===== src/rtl/job_seq.sv =====
// job_seq: job sequencer for the z1 status block.
//
// Runs a JOB_LEN-cycle job when cmd_go is seen in IDLE. The job ends with
// exactly one of end / stop / error, and the result is then reported on
// status_code. A separate 5-stage delay line returns req as ack.
//
// State table
//   state | meaning
//   IDLE  | waiting for cmd_go
//   START | single start cycle; the run counter is cleared here
//   RUN   | job running; fault > cmd_abort > counter terminal count
//   TERM  | single cycle; one of endd/stop/er is high
//   COOL  | single cycle; status_valid is high with the latched result
//
// Ports
//   clk, rst          clock and synchronous active-high reset
//   cmd_go            job request; only looked at in IDLE
//   cmd_abort, fault  terminate requests; only looked at in RUN
//   req               input to the ack delay line
//   start, rt         high in START
//   enable            high in RUN, TERM and COOL
//   rdy               high in RUN and TERM
//   endd, stop, er    termination cause, high in TERM only
//   status_valid      high in COOL
//   status_code[1:0]  01 end, 10 stop, 11 error, 00 none
//   interrupt         high in the first RUN cycle and in COOL
//   ack               req delayed by 5 cycles
//   busy              high whenever the state is not IDLE
module job_seq #(
  parameter int JOB_LEN = 8
) (
  input  logic       clk,
  input  logic       rst,
  input  logic       cmd_go,
  input  logic       cmd_abort,
  input  logic       fault,
  input  logic       req,
  output logic       start,
  output logic       rt,
  output logic       enable,
  output logic       rdy,
  output logic       endd,
  output logic       stop,
  output logic       er,
  output logic       status_valid,
  output logic [1:0] status_code,
  output logic       interrupt,
  output logic       ack,
  output logic       busy
);

  localparam int CW = (JOB_LEN > 1) ? $clog2(JOB_LEN) : 1;
  localparam logic [CW-1:0] CNT_LAST = CW'(JOB_LEN - 1);

  localparam logic [1:0] RES_NONE = 2'b00;
  localparam logic [1:0] RES_END  = 2'b01;
  localparam logic [1:0] RES_STOP = 2'b10;
  localparam logic [1:0] RES_ERR  = 2'b11;

  typedef enum logic [2:0] {
    S_IDLE,
    S_START,
    S_RUN,
    S_TERM,
    S_COOL
  } state_t;

  state_t        state, state_nx;
  logic [CW-1:0] cnt, cnt_nx;
  logic [1:0]    res, res_nx;
  logic [1:0]    code, code_nx;
  logic [4:0]    dly;

  always_ff @(posedge clk) begin
    if (rst) begin
      state <= S_IDLE;
      cnt   <= '0;
      res   <= RES_NONE;
      code  <= RES_NONE;
      dly   <= '0;
    end else begin
      state <= state_nx;
      cnt   <= cnt_nx;
      res   <= res_nx;
      code  <= code_nx;
      dly   <= {dly[3:0], req};
    end
  end

  always_comb begin
    state_nx = state;
    cnt_nx   = cnt;
    res_nx   = res;
    code_nx  = code;
    case (state)
      S_IDLE: begin
        if (cmd_go) begin
          state_nx = S_START;
          // the previous result stays visible until the next job starts
          code_nx  = RES_NONE;
        end
      end
      S_START: begin
        state_nx = S_RUN;
        cnt_nx   = '0;
      end
      S_RUN: begin
        if (fault) begin
          state_nx = S_TERM;
          res_nx   = RES_ERR;
        end else if (cmd_abort) begin
          state_nx = S_TERM;
          res_nx   = RES_STOP;
        end else if (cnt == CNT_LAST) begin
          state_nx = S_TERM;
          res_nx   = RES_END;
        end else begin
          cnt_nx = cnt + CW'(1);
        end
      end
      S_TERM: begin
        state_nx = S_COOL;
        code_nx  = res;
      end
      S_COOL:  state_nx = S_IDLE;
      default: state_nx = S_IDLE;
    endcase
  end

  // Outputs depend on registered state only. The counter is zero only in the
  // first RUN cycle, which gives the interrupt that covers the fall of start.
  always_comb begin
    start        = (state == S_START);
    rt           = (state == S_START);
    enable       = (state == S_RUN) || (state == S_TERM) || (state == S_COOL);
    rdy          = (state == S_RUN) || (state == S_TERM);
    endd         = (state == S_TERM) && (res == RES_END);
    stop         = (state == S_TERM) && (res == RES_STOP);
    er           = (state == S_TERM) && (res == RES_ERR);
    status_valid = (state == S_COOL);
    status_code  = code;
    interrupt    = ((state == S_RUN) && (cnt == '0)) || (state == S_COOL);
    ack          = dly[4];
    busy         = (state != S_IDLE);
  end

endmodule


===== config.mk =====
export PLATFORM = sky130hd
export DESIGN_NAME = job_seq
export DESIGN_NICKNAME = d
export VERILOG_FILES = /design/src/rtl/job_seq.sv
export SDC_FILE = /design/constraint.sdc
export NUM_CORES = 1
export LEC_CHECK = 0
export ABC_AREA = 1
export ABC_CLOCK_PERIOD_IN_PS = 1600
export CORE_MARGIN = 8
export CORE_UTILIZATION = 39
export DETAILED_ROUTE_END_ITERATION = 16
export GPL_TIMING_DRIVEN = 0
export PLACE_DENSITY_LB_ADDON = 0.05
export SYNTH_ARGS = -nofsm -noshare
export SYNTH_HDL_FRONTEND = slang
export SYNTH_SLANG_ARGS = --single-unit

===== constraint.sdc =====
create_clock -name clk -period 1.6 [get_ports clk]
set_input_delay 0.32 -clock clk [delete_from_list [all_inputs] [get_ports clk]]
set_output_delay 0.32 -clock clk [all_outputs]
set_load 0.01 [all_outputs]

## After elaboration in Yosys (flattened, before gate mapping)

Cells that the tools add are included.

- Register bits after elaboration: 15
- Bits of input ports: 6
- Output and inout bits: 13
- Logic and storage cells: 50

- $add $sub $neg: 1
- Equality and inequality tests: 13
- Multiplexer cells: 14
- Reductions and logical operators: 17

Operator list:

| cell | number |
|---|---|
| 3-bit two-way mux | 7 |
| 3-bit case mux with 4 select lines | 1 |
| 2-bit two-way mux | 4 |
| 2-bit != test, second input constant | 4 |
| 3-bit by 2-bit == test with 1-bit output, second input constant | 2 |
| 3-bit == test, second input constant | 2 |
| 3-bit logical NOT | 2 |
| 3-bit case mux with 2 select lines | 1 |
| 2-bit AND reduction | 3 |
| 3-bit nonzero test | 2 |
| 2-bit == test, second input constant | 2 |
| 1-bit logical AND | 4 |
| 4-bit != test, second input constant | 1 |
| 2-bit case mux with 2 select lines | 1 |
| 4-bit AND reduction | 1 |
| 2-bit nonzero test | 2 |
| 3-bit by 1-bit adder with 3-bit output, second input constant | 1 |
| 3-bit by 1-bit == test with 1-bit output, second input constant | 1 |
| 1-bit logical OR | 3 |
| 2-bit by 1-bit == test with 1-bit output, second input constant | 1 |

## Logic depth before layout (Yosys ltp)

Gate-level depths: netlist of run 1.

- Word-level depth: 5
- Mapped depth: 9
- Mapped depth without buffers: 9

## Worst setup path before layout of run 1

No wires, ideal clock.

- Kind: reg2out
- Start: reg state[2]
- End: out interrupt
- Data arrival time: 0.980 ns
- Data required time: 1.280 ns
- Setup slack: 0.300 ns
- Stages on the path, launching flop included: 5
- Buffers on the path: 0
- Cell sequence: dfxtp_1 -> inv_1 -> nor3_1 -> inv_1 -> o21ai_0

- Elaborated cells between the ends (all ways): 4
- Those cells by class: eq/ne: 2; reduce/logical: 2

RTL lines:

| item | RTL line | text |
|---|---|---|
| start: declaration | 68 | `state_t state, state_nx;` |
| start signal: assignment | 82 | `state <= state_nx;` |
| 3-bit == test | -- |  |
| named net status_valid | 45 | `output logic status_valid,` |
| 1-bit logical OR | 142 | `interrupt = ((state == S_RUN) && (cnt == '0)) \|\| (state == S_COOL);` |
| end: declaration | 47 | `output logic interrupt,` |

The timed path passes the listed nets, and every way through them passes these cells.

## Worst setup path after layout of run 1

- Start: reg state[0]
- End: out busy

- Cells in the longest elaborated chain, start to end: 1

Ends and longest elaborated chain:

| item | RTL line | text |
|---|---|---|
| 3-bit nonzero test | 144 | `busy = (state != S_IDLE);` |
| end: declaration | 49 | `output logic busy` |

Every way passes these cells.

==> results.sh, run 1 <==
export IMPL_clockBufferDepth=2
export IMPL_reg2reg_slack_ns=0.28
export IMPL_cts_buffers=3
export IMPL_wl_met1_um=706
export IMPL_synth_flop_cell="dfxtp_1"
export IMPL_p_sw_mw=0.245
export IMPL_drt_vias_per_instance=4.60
export IMPL_worst_slew_pin_slew_ns=0.444
export IMPL_syn_area_um2=679
export IMPL_grt_max_degree=11
export IMPL_detail_route_antenna_nets=0
export IMPL_hold_path_class="register to register"
export IMPL_fillers=169
export IMPL_finalSetupViolCount=0
export IMPL_synth_top_cell_area_share=0.442
export IMPL_cts_root_buf="clkbuf_4"
export IMPL_route_vias_total=653
export IMPL_power_density_nw_per_um2=865
export IMPL_crit_required_ns=1.28
export IMPL_hpwl_um=1130
export IMPL_start_util=0.402
export IMPL_fin_cells=142
export IMPL_slew_viol_final=0
export IMPL_antenna_cells=0
export IMPL_p_seq_frac=0.509
export IMPL_ys_seq_area_frac=0.442
export IMPL_die_w_um=57.7
export IMPL_drive_gt1_frac=0.208
export IMPL_die_height_um=57.7
export IMPL_dp_cells=132
export IMPL_period_needed_ns=1.53
export IMPL_critPathMaxFanout=5
export IMPL_top_layer="met4"
export IMPL_synth_common_cells="20 x inv_1, 19 x nor2_1, 16 x nand2_1, 15 x dfxtp_1, 10 x nand3_1"
export IMPL_path_delay_family="buffers and inverters"
export IMPL_start_kind="register"
export IMPL_ios=19
export IMPL_power_share_switching=0.293
export IMPL_synth_area_leaders="dfxtp_1 44%, inv_1 11%, nor2_1 10%, nand2_1 8.8%, ha_1 7.4%"
export IMPL_critical_path_buf_inv_count=2
export IMPL_cts_num_sinks=15
export IMPL_first_pass_iters=4
export IMPL_r2r_end="cnt[1]"
export IMPL_wl_per_cell_um=10.7
export IMPL_netlist_instances=97
export IMPL_grt_usage=0.0950
export IMPL_grt_overflow_total=0
export IMPL_finalCritPeriodShare=0.959
export IMPL_drt_iter0_drc=7
export IMPL_h_tree_depth=1
export IMPL_stdcell_area_um2=966
export IMPL_hold_buffers=0
export IMPL_synth_cell_type_count=12
export IMPL_fin_worst_skew_ns=0.000551
export IMPL_netlist_top_cell_by_area="dfxtp_1"
export IMPL_num_rows=15
export IMPL_portBuffers=18
export IMPL_worst_r2r_cell_count=8
export IMPL_cp_depth=4
export IMPL_end_kind="output pin"
export IMPL_leakage_nw=0.500
export IMPL_comb_power_share=0.245
export IMPL_critPathCapture="busy"
export IMPL_grt_pass1_vias=596
export IMPL_yosysMostFrequentCell="inv_1"
export IMPL_drc=0
export IMPL_critPathSlowestCell="dfxtp_4"
export IMPL_clkPwrFrac=0.247
export IMPL_nets=136
export IMPL_fmax_mhz=652
export IMPL_clk_pin_slew_worst_paths_ns=0.08
export IMPL_utilization=0.572
export IMPL_slew_headroom=0.704
export IMPL_synth_warning_count=0
export IMPL_placed_cell_area_um2=881
export IMPL_core_area_um2=1690
export IMPL_wl_um=1520
export IMPL_reg2reg_from="cnt[0]"
export IMPL_synth_edf_count=0
export IMPL_clk_latency_ns=0.27
export IMPL_maxCapViolations=0
export IMPL_crit_chain="nor2_4 > buf_6 > nand2_1 > dlygate4sd2_1"
export IMPL_synth_nets=107
export IMPL_p_int_mw=0.591
export IMPL_syn2layout_area_growth_pct=42.2
export IMPL_grt_first_pass_wirelength_um=2570
export IMPL_slowest_delay_ns=0.38
export IMPL_cp_startpoint="state[0]"
export IMPL_arrival_ns=1.21
export IMPL_status="finished, final reports clean"
export IMPL_worstSetupPathType="register to output pin"
export IMPL_grt_antenna_before_repair=0
export IMPL_synth_async_sr_flop_share=0
export IMPL_wl_met2_um=720
export IMPL_wl_met3_um=76
export IMPL_die_area_um2=3330
export IMPL_synth_seq_cells=15
export IMPL_finalHoldViolCount=0
export IMPL_ir_drop_v=0.000589
export IMPL_cts_tree="built"
export IMPL_avgSynthCellArea_um2=7.00
export IMPL_gp_congestion=0.749
-- sequential cells by signal (all words and copies together), names as in the netlist --
| register | flops |
|---|---|
| res | 2 |
| status_code | 2 |
| state | 3 |
| cnt | 3 |
| dly | 5 |
-- layout by cell type (no fill, tap or decap), drive strengths merged --
master         count
dlygate4sd2        4
clkdlybuf4s50      8
nand3             10
ha                 4
a21oi              6
clkbuf             7
clkdlybuf4s15      1
nand2             16
nor2              20
inv               20
nor3               2
o21ai              2
buf               10
dfxtp             15
-- cells by family after synthesis --
group	count (synthesis)	share of synthesized area
compound gates	8	0.0589
simple gates	48	0.298
fa+ha+maj	4	0.0737
buf+inv	22	0.127
flops	15	0.442
-- power groups by stage --
stage / Clock (mW) / Sequential, mW / Combinational (mW)
final: 0.206 / 0.425 / 0.204
after global routing: 0.227 / 0.430 / 0.237
after CTS: 0.217 / 0.427 / 0.198
after detailed placement: 0 / 0.430 / 0.193
after global placement: 0 / 0.429 / 0.190
after floorplan: 0 / 0.426 / 0.118
-- what timing repair did --
action,in CTS,in global routing
resized for setup,32,8
setup buffers,2,4
pin swaps,1,1
endpoints found under the setup margin,10,6
hold endpoints to repair,0,0
-- worst min path at each step --
stage | start | end | slack, ns | depth (start not counted)
2_1_floorplan | dly[0] | dly[1] | 0.39 | 2
3_3_place_gp | dly[2] | dly[3] | 0.40 | 2
3_5_place_dp | dly[2] | dly[3] | 0.40 | 2
4_1_cts | dly[3] | dly[4] | 0.41 | 2
5_1_grt | dly[2] | dly[3] | 0.43 | 2
6_report | dly[1] | dly[2] | 0.41 | 2
-- routing by layer --
layer	vias to the layer above	global-route usage
met5	-	0
met4	0	0.0524
met3	2	0.0287
met2	17	0.151
met1	286	0.111
li1	348	-
-- worst min-delay path: cells and delay by family (launching register included) --
| kind | cells | cell delay, ns |
|---|---|---|
| flip-flops | 1 | 0.30 |
| AND/OR/NAND/NOR | 1 | 0.03 |
| buffers and inverters | 1 | 0.04 |
-- through the flow --
step                hold WS, ns  setup slack (ns)  total power, mW  setup TNS, ns
floorplan                 0.388             0.300            0.544              0
global placement          0.400            -0.204            0.620         -0.826
detailed placement        0.401            -0.245            0.623         -0.987
CTS                       0.414           -0.0224            0.841        -0.0227
global route              0.433           -0.0148            0.895        -0.0159
finish                    0.411            0.0651            0.836              0
-- final cells by class --
type	count	area [um2]	area share
Clock buffer	4	26.3	0.0272
Sequential cell	15	310	0.321
Multi-Input combinational cell	60	323	0.334
Inverter	20	75.1	0.0777
Tap cell	17	21.3	0.0220
Buffer	2	11.3	0.0117
Timing Repair Buffer	24	199	0.206
No activity file was read; power rests on OpenSTA's default activity.
==> run 2, diff against run 1 <==
--- a/config.mk
+++ b/config.mk
@@ -7,7 +7,7 @@
 export LEC_CHECK = 0
 export ABC_AREA = 1
 export ABC_CLOCK_PERIOD_IN_PS = 1600
-export CORE_MARGIN = 8
+export CORE_MARGIN = 5
 export CORE_UTILIZATION = 39
 export DETAILED_ROUTE_END_ITERATION = 16
 export GPL_TIMING_DRIVEN = 0
==> results.sh, run 2 (synthesis results as in run 1) <==
export IMPL_status="finished, final reports clean"
export IMPL_fmax_mhz=642
export IMPL_grt_max_degree=11
export IMPL_crit_required_ns=1.28
export IMPL_arrival_ns=1.24
export IMPL_grt_first_pass_wirelength_um=2300
export IMPL_power_density_nw_per_um2=854
export IMPL_route_vias_total=641
export IMPL_worst_r2r_cell_count=8
export IMPL_hold_buffers=0
export IMPL_fin_ws_ns=0.0426
export IMPL_final_cell_mix="19 x nor2_1, 16 x inv_1, 14 x nand2_1"
export IMPL_finalHoldViolCount=0
export IMPL_clk_pin_slew_worst_paths_ns=0.08
export IMPL_total_power_mw=0.834
export IMPL_nets=135
export IMPL_r2r_end="cnt[1]"
export IMPL_reg2reg_slack_ns=0.29
export IMPL_die_height_um=51.7
export IMPL_drt_iter0_drc=15
export IMPL_syn2layout_area_growth_pct=43.6
export IMPL_ios=19
export IMPL_drive_gt1_frac=0.218
export IMPL_clk_latency_ns=0.27
export IMPL_tns_ns=0
export IMPL_h_tree_depth=1
export IMPL_min_path_cells=2
export IMPL_num_rows=15
export IMPL_grt_usage=0.114
export IMPL_grt_pass1_vias=567
export IMPL_worstHoldEndpoint="dly[4]"
export IMPL_slew_headroom=0.732
export IMPL_finalSetupViolCount=0
export IMPL_drc=0
export IMPL_hold_path_class="register to register"
export IMPL_die_w_um=51.7
export IMPL_fin_worst_skew_ns=0.00189
export IMPL_wl_um=1430
export IMPL_cts_root_buf="clkbuf_4"
export IMPL_wl_per_cell_um=10.1
export IMPL_reg2reg_from="cnt[0]"
export IMPL_end_kind="output pin"
export IMPL_core_area_um2=1690
export IMPL_start_kind="register"
export IMPL_hpwl_um=1040
export IMPL_detail_route_antenna_nets=0
export IMPL_cts_num_sinks=15
export IMPL_worst_slew_pin_slew_ns=0.401
export IMPL_critPathMaxFanout=5
export IMPL_largest_register_ffs=5
export IMPL_cts_tree="built"
export IMPL_portBuffers=18
export IMPL_maxCapViolations=0
export IMPL_die_area_um2=2680
export IMPL_ir_drop_v=0.000585
export IMPL_clockBufferDepth=2
export IMPL_drt_vias_per_instance=4.55
export IMPL_dpl_worst_slack_ns=-0.233
export IMPL_reg_top3="dly (5), cnt (3), state (3)"
export IMPL_grt_overflow_total=0
export IMPL_worstSetupPathType="register to output pin"
export IMPL_regMostFlops="dly"
export IMPL_first_pass_iters=4
export IMPL_grt_antenna_before_repair=0
export IMPL_leakage_nw=0.490
export IMPL_period_needed_ns=1.56
export IMPL_hp_start="dly[3]"
export IMPL_cts_buffers=3
export IMPL_antenna_cells=0
export IMPL_final_common_cell="nor2_1"
export IMPL_gp_congestion=0.748
export IMPL_finalCritPeriodShare=0.973
export IMPL_slew_viol_final=0
export IMPL_start_util=0.402
-- run 2: worst max-delay path, cell delays in order (launching register included) --
cell and delay (ns):
dfxtp_4 0.37, nor2_4 0.15, buf_6 0.13, nand2_1 0.04, dlygate4sd2_1 0.27
-- run 2: cell type report --
cell class	count	area, um2
Buffer	2	11.3
Clock buffer	4	26.3
Fill cell	164	713
Inverter	20	77.6
Multi-Input combinational cell	60	332
Sequential cell	15	312
Tap cell	17	21.3
Timing Repair Buffer	23	196
-- run 2: per-stage QoR --
step                      instance area, um2  utilization  hold WS, ns  cells
after floorplan                          679            -        0.388     97
after global placement                   881        0.521        0.400    132
after detailed placement                 881        0.521        0.399    132
after CTS                                962        0.570        0.413    140
after global routing                     976        0.578        0.427    141
final                                    976        0.578        0.409    141
-- run 2: where the power goes --
group	switching, mW	total [mW]	internal [mW]
sequential	0.0268	0.426	0.399
clock	0.106	0.203	0.0964
combinational	0.112	0.206	0.0941
total	0.244	0.834	0.589
-- run 2: routing by layer --
layer / global-route usage / wire length (um) / part of all wire
met1: 0.131 / 636 / 0.45
met2: 0.201 / 711 / 0.50
met3: 0.0315 / 67 / 0.047
met4: 0.0393 / 12 / 0.0084
met5: 0 / 0 / 0
-- run 2: repair_timing --
| action | CTS | global route |
|---|---|---|
| pin swaps | 1 | 2 |
| resized for setup | 33 | 10 |
| buffers inserted | 4 | 1 |
| endpoints found under the hold margin | 0 | 0 |
| setup endpoints to repair | 10 | 6 |
-- run 2: worst max path at each step --
stage,to,startpoint,slack [ns],depth (start not counted)
CTS,endd,state[2],0.007,6
finish,busy,state[2],0.04,4
floorplan,interrupt,state[2],0.30,4
global route,stop,state[2],-0.01,6
detailed placement,stop,state[1],-0.23,5
global placement,endd,state[1],-0.20,5
==> run 3, diff against run 2 <==
--- a/config.mk
+++ b/config.mk
@@ -8,7 +8,7 @@
 export ABC_AREA = 1
 export ABC_CLOCK_PERIOD_IN_PS = 1600
 export CORE_MARGIN = 5
-export CORE_UTILIZATION = 39
+export CORE_UTILIZATION = 45
 export DETAILED_ROUTE_END_ITERATION = 16
 export GPL_TIMING_DRIVEN = 0
 export PLACE_DENSITY_LB_ADDON = 0.05
==> results.sh, run 3 (synthesis results as in run 1) <==
export IMPL_status="finished, final reports clean"
export IMPL_r2r_end="cnt[1]"
export IMPL_hold_path_class="register to register"
export IMPL_power_density_nw_per_um2=854
export IMPL_largest_register_ffs=5
export IMPL_finalSetupViolCount=0
export IMPL_utilization=0.681
export IMPL_crit_chain="inv_4 > nand3_4 > inv_4 > nand2_4 > nor2_4 > buf_6"
export IMPL_leakage_nw=0.514
export IMPL_p_int_mw=0.587
export IMPL_worstHoldEndpoint="dly[2]"
export IMPL_min_path_cells=2
export IMPL_reg2reg_from="cnt[0]"
export IMPL_top_usage_layer="met2"
export IMPL_maxCapViolations=0
export IMPL_met1_usage=0.185
export IMPL_drive_gt1_frac=0.236
export IMPL_hp_start="dly[1]"
export IMPL_clkPwrFrac=0.253
export IMPL_core_area_um2=1470
export IMPL_use_met3=0.0489
export IMPL_grt_antenna_before_repair=0
export IMPL_cts_tree="built"
export IMPL_regMostFlops="dly"
export IMPL_clockBufferDepth=2
export IMPL_comb_power_share=0.246
export IMPL_start_util=0.462
export IMPL_end_kind="output pin"
export IMPL_path_common_cell="inv_4"
export IMPL_nets=134
export IMPL_drt_iter0_drc=2
export IMPL_area_sequential_um2=312
export IMPL_portBuffers=18
export IMPL_arrival_ns=1.23
export IMPL_die_area_um2=2390
export IMPL_detail_route_antenna_nets=0
export IMPL_total_power_mw=0.856
export IMPL_antenna_cells=0
export IMPL_fillers=151
export IMPL_syn2layout_area_growth_pct=47.5
export IMPL_hold_slack_ns=0.406
export IMPL_finalCritPeriodShare=0.969
export IMPL_cts_num_sinks=15
export IMPL_dp_cells=131
export IMPL_dpl_worst_slack_ns=-0.239
export IMPL_met2_usage=0.193
export IMPL_grt_max_degree=11
export IMPL_ios=19
export IMPL_worst_slew_pin_slew_ns=0.416
export IMPL_reg2reg_slack_ns=0.25
export IMPL_fin_ws_ns=0.0494
export IMPL_period_needed_ns=1.55
export IMPL_critPathSlowestCell="dfxtp_4"
export IMPL_h_tree_depth=1
export IMPL_grt_first_pass_wirelength_um=2570
export IMPL_slowest_delay_ns=0.37
export IMPL_multi_input_area_um2=353
export IMPL_start_kind="register"
export IMPL_fmax_mhz=645
export IMPL_fin_worst_skew_ns=0.00225
export IMPL_clk_pin_slew_worst_paths_ns=0.09
export IMPL_die_w_um=48.9
export IMPL_clk_latency_ns=0.29
export IMPL_ir_drop_v=0.000554
export IMPL_p_sw_mw=0.269
export IMPL_fin_cells=139
export IMPL_cts_buffers=3
export IMPL_wl_per_cell_um=11.2
export IMPL_crit_required_ns=1.28
export IMPL_power_share_switching=0.314
export IMPL_gp_congestion=0.739
export IMPL_grt_usage=0.140
export IMPL_die_height_um=48.9
export IMPL_grt_overflow_total=0
export IMPL_finalHoldViolCount=0
export IMPL_grt_pass1_vias=598
export IMPL_hpwl_um=1070
export IMPL_first_pass_iters=2
export IMPL_p_seq_frac=0.501
export IMPL_critPathMaxFanout=7
export IMPL_num_rows=14
export IMPL_cts_root_buf="clkbuf_4"
export IMPL_drc=0
export IMPL_wl_um=1560
export IMPL_reg_top3="dly (5), cnt (3), state (3)"
export IMPL_route_vias_total=647
export IMPL_slew_headroom=0.722
export IMPL_rsz0062_at_grt="yes"
export IMPL_drt_vias_per_instance=4.65
export IMPL_slew_viol_final=0
export IMPL_worst_r2r_cell_count=9
export IMPL_final_cell_mix="17 x inv_1, 17 x nor2_1, 13 x nand2_1"
export IMPL_worstSetupPathType="register to output pin"
run 3: power groups by stage:
stage                     Combinational (mW)  Clock [mW]  Sequential, mW
after floorplan                        0.118           0           0.426
after global placement                 0.189           0           0.429
after detailed placement               0.194           0           0.430
after CTS                              0.202       0.227           0.425
after global routing                   0.238       0.247           0.435
final                                  0.211       0.216           0.429
run 3: area by class of cell:
cell class | instances | area share
clock inverter | 1 | 0.00499
buffer | 2 | 0.0112
timing repair buffer | 22 | 0.199
inverter | 20 | 0.0799
tap | 16 | 0.0200
clock buffer | 3 | 0.0225
sequential | 15 | 0.311
multi-input combinational | 60 | 0.352
run 3: timing repair:
| item | in CTS | in global routing |
|---|---|---|
| endpoints found under the setup margin | 10 | 8 |
| gates resized for setup | 34 | 21 |
| hold buffers | 0 | 0 |
| gates cloned | 0 | 0 |
| setup buffers | 2 | 2 |
| pin swaps | 1 | 3 |
run 3: how the worst max path moves through the flow:
stage               startpoint   endpoint  slack [ns]  cells after the start
finish                state[2]       endd        0.05                      6
global route          state[2]       endd       -0.02                      6
CTS                   state[1]      start       0.002                      5
detailed placement    state[1]       endd       -0.24                      5
global placement      state[1]       endd       -0.23                      5
floorplan             state[2]  interrupt        0.30                      4
run 3: worst max-delay path, delay by kind of cell (launching register included):
kind,cells,cell delay (ns)
and+or+nand+nor,3,0.29
DFF,1,0.37
buffers and inverters,3,0.28
run 3: per-stage QoR:
stage               cell area [um2]  setup TNS, ns
CTS                             943              0
global placement                880         -0.868
floorplan                       679              0
finish                         1000              0
global route                   1000        -0.0428
detailed placement              880         -0.963
run 3: routing by layer:
metal,part of all wire,wire [um],vias to the layer above
li1,-,-,348
met5,0,0,-
met2,0.44,694,18
met3,0.068,106,5
met4,0.020,31,0
met1,0.47,728,276
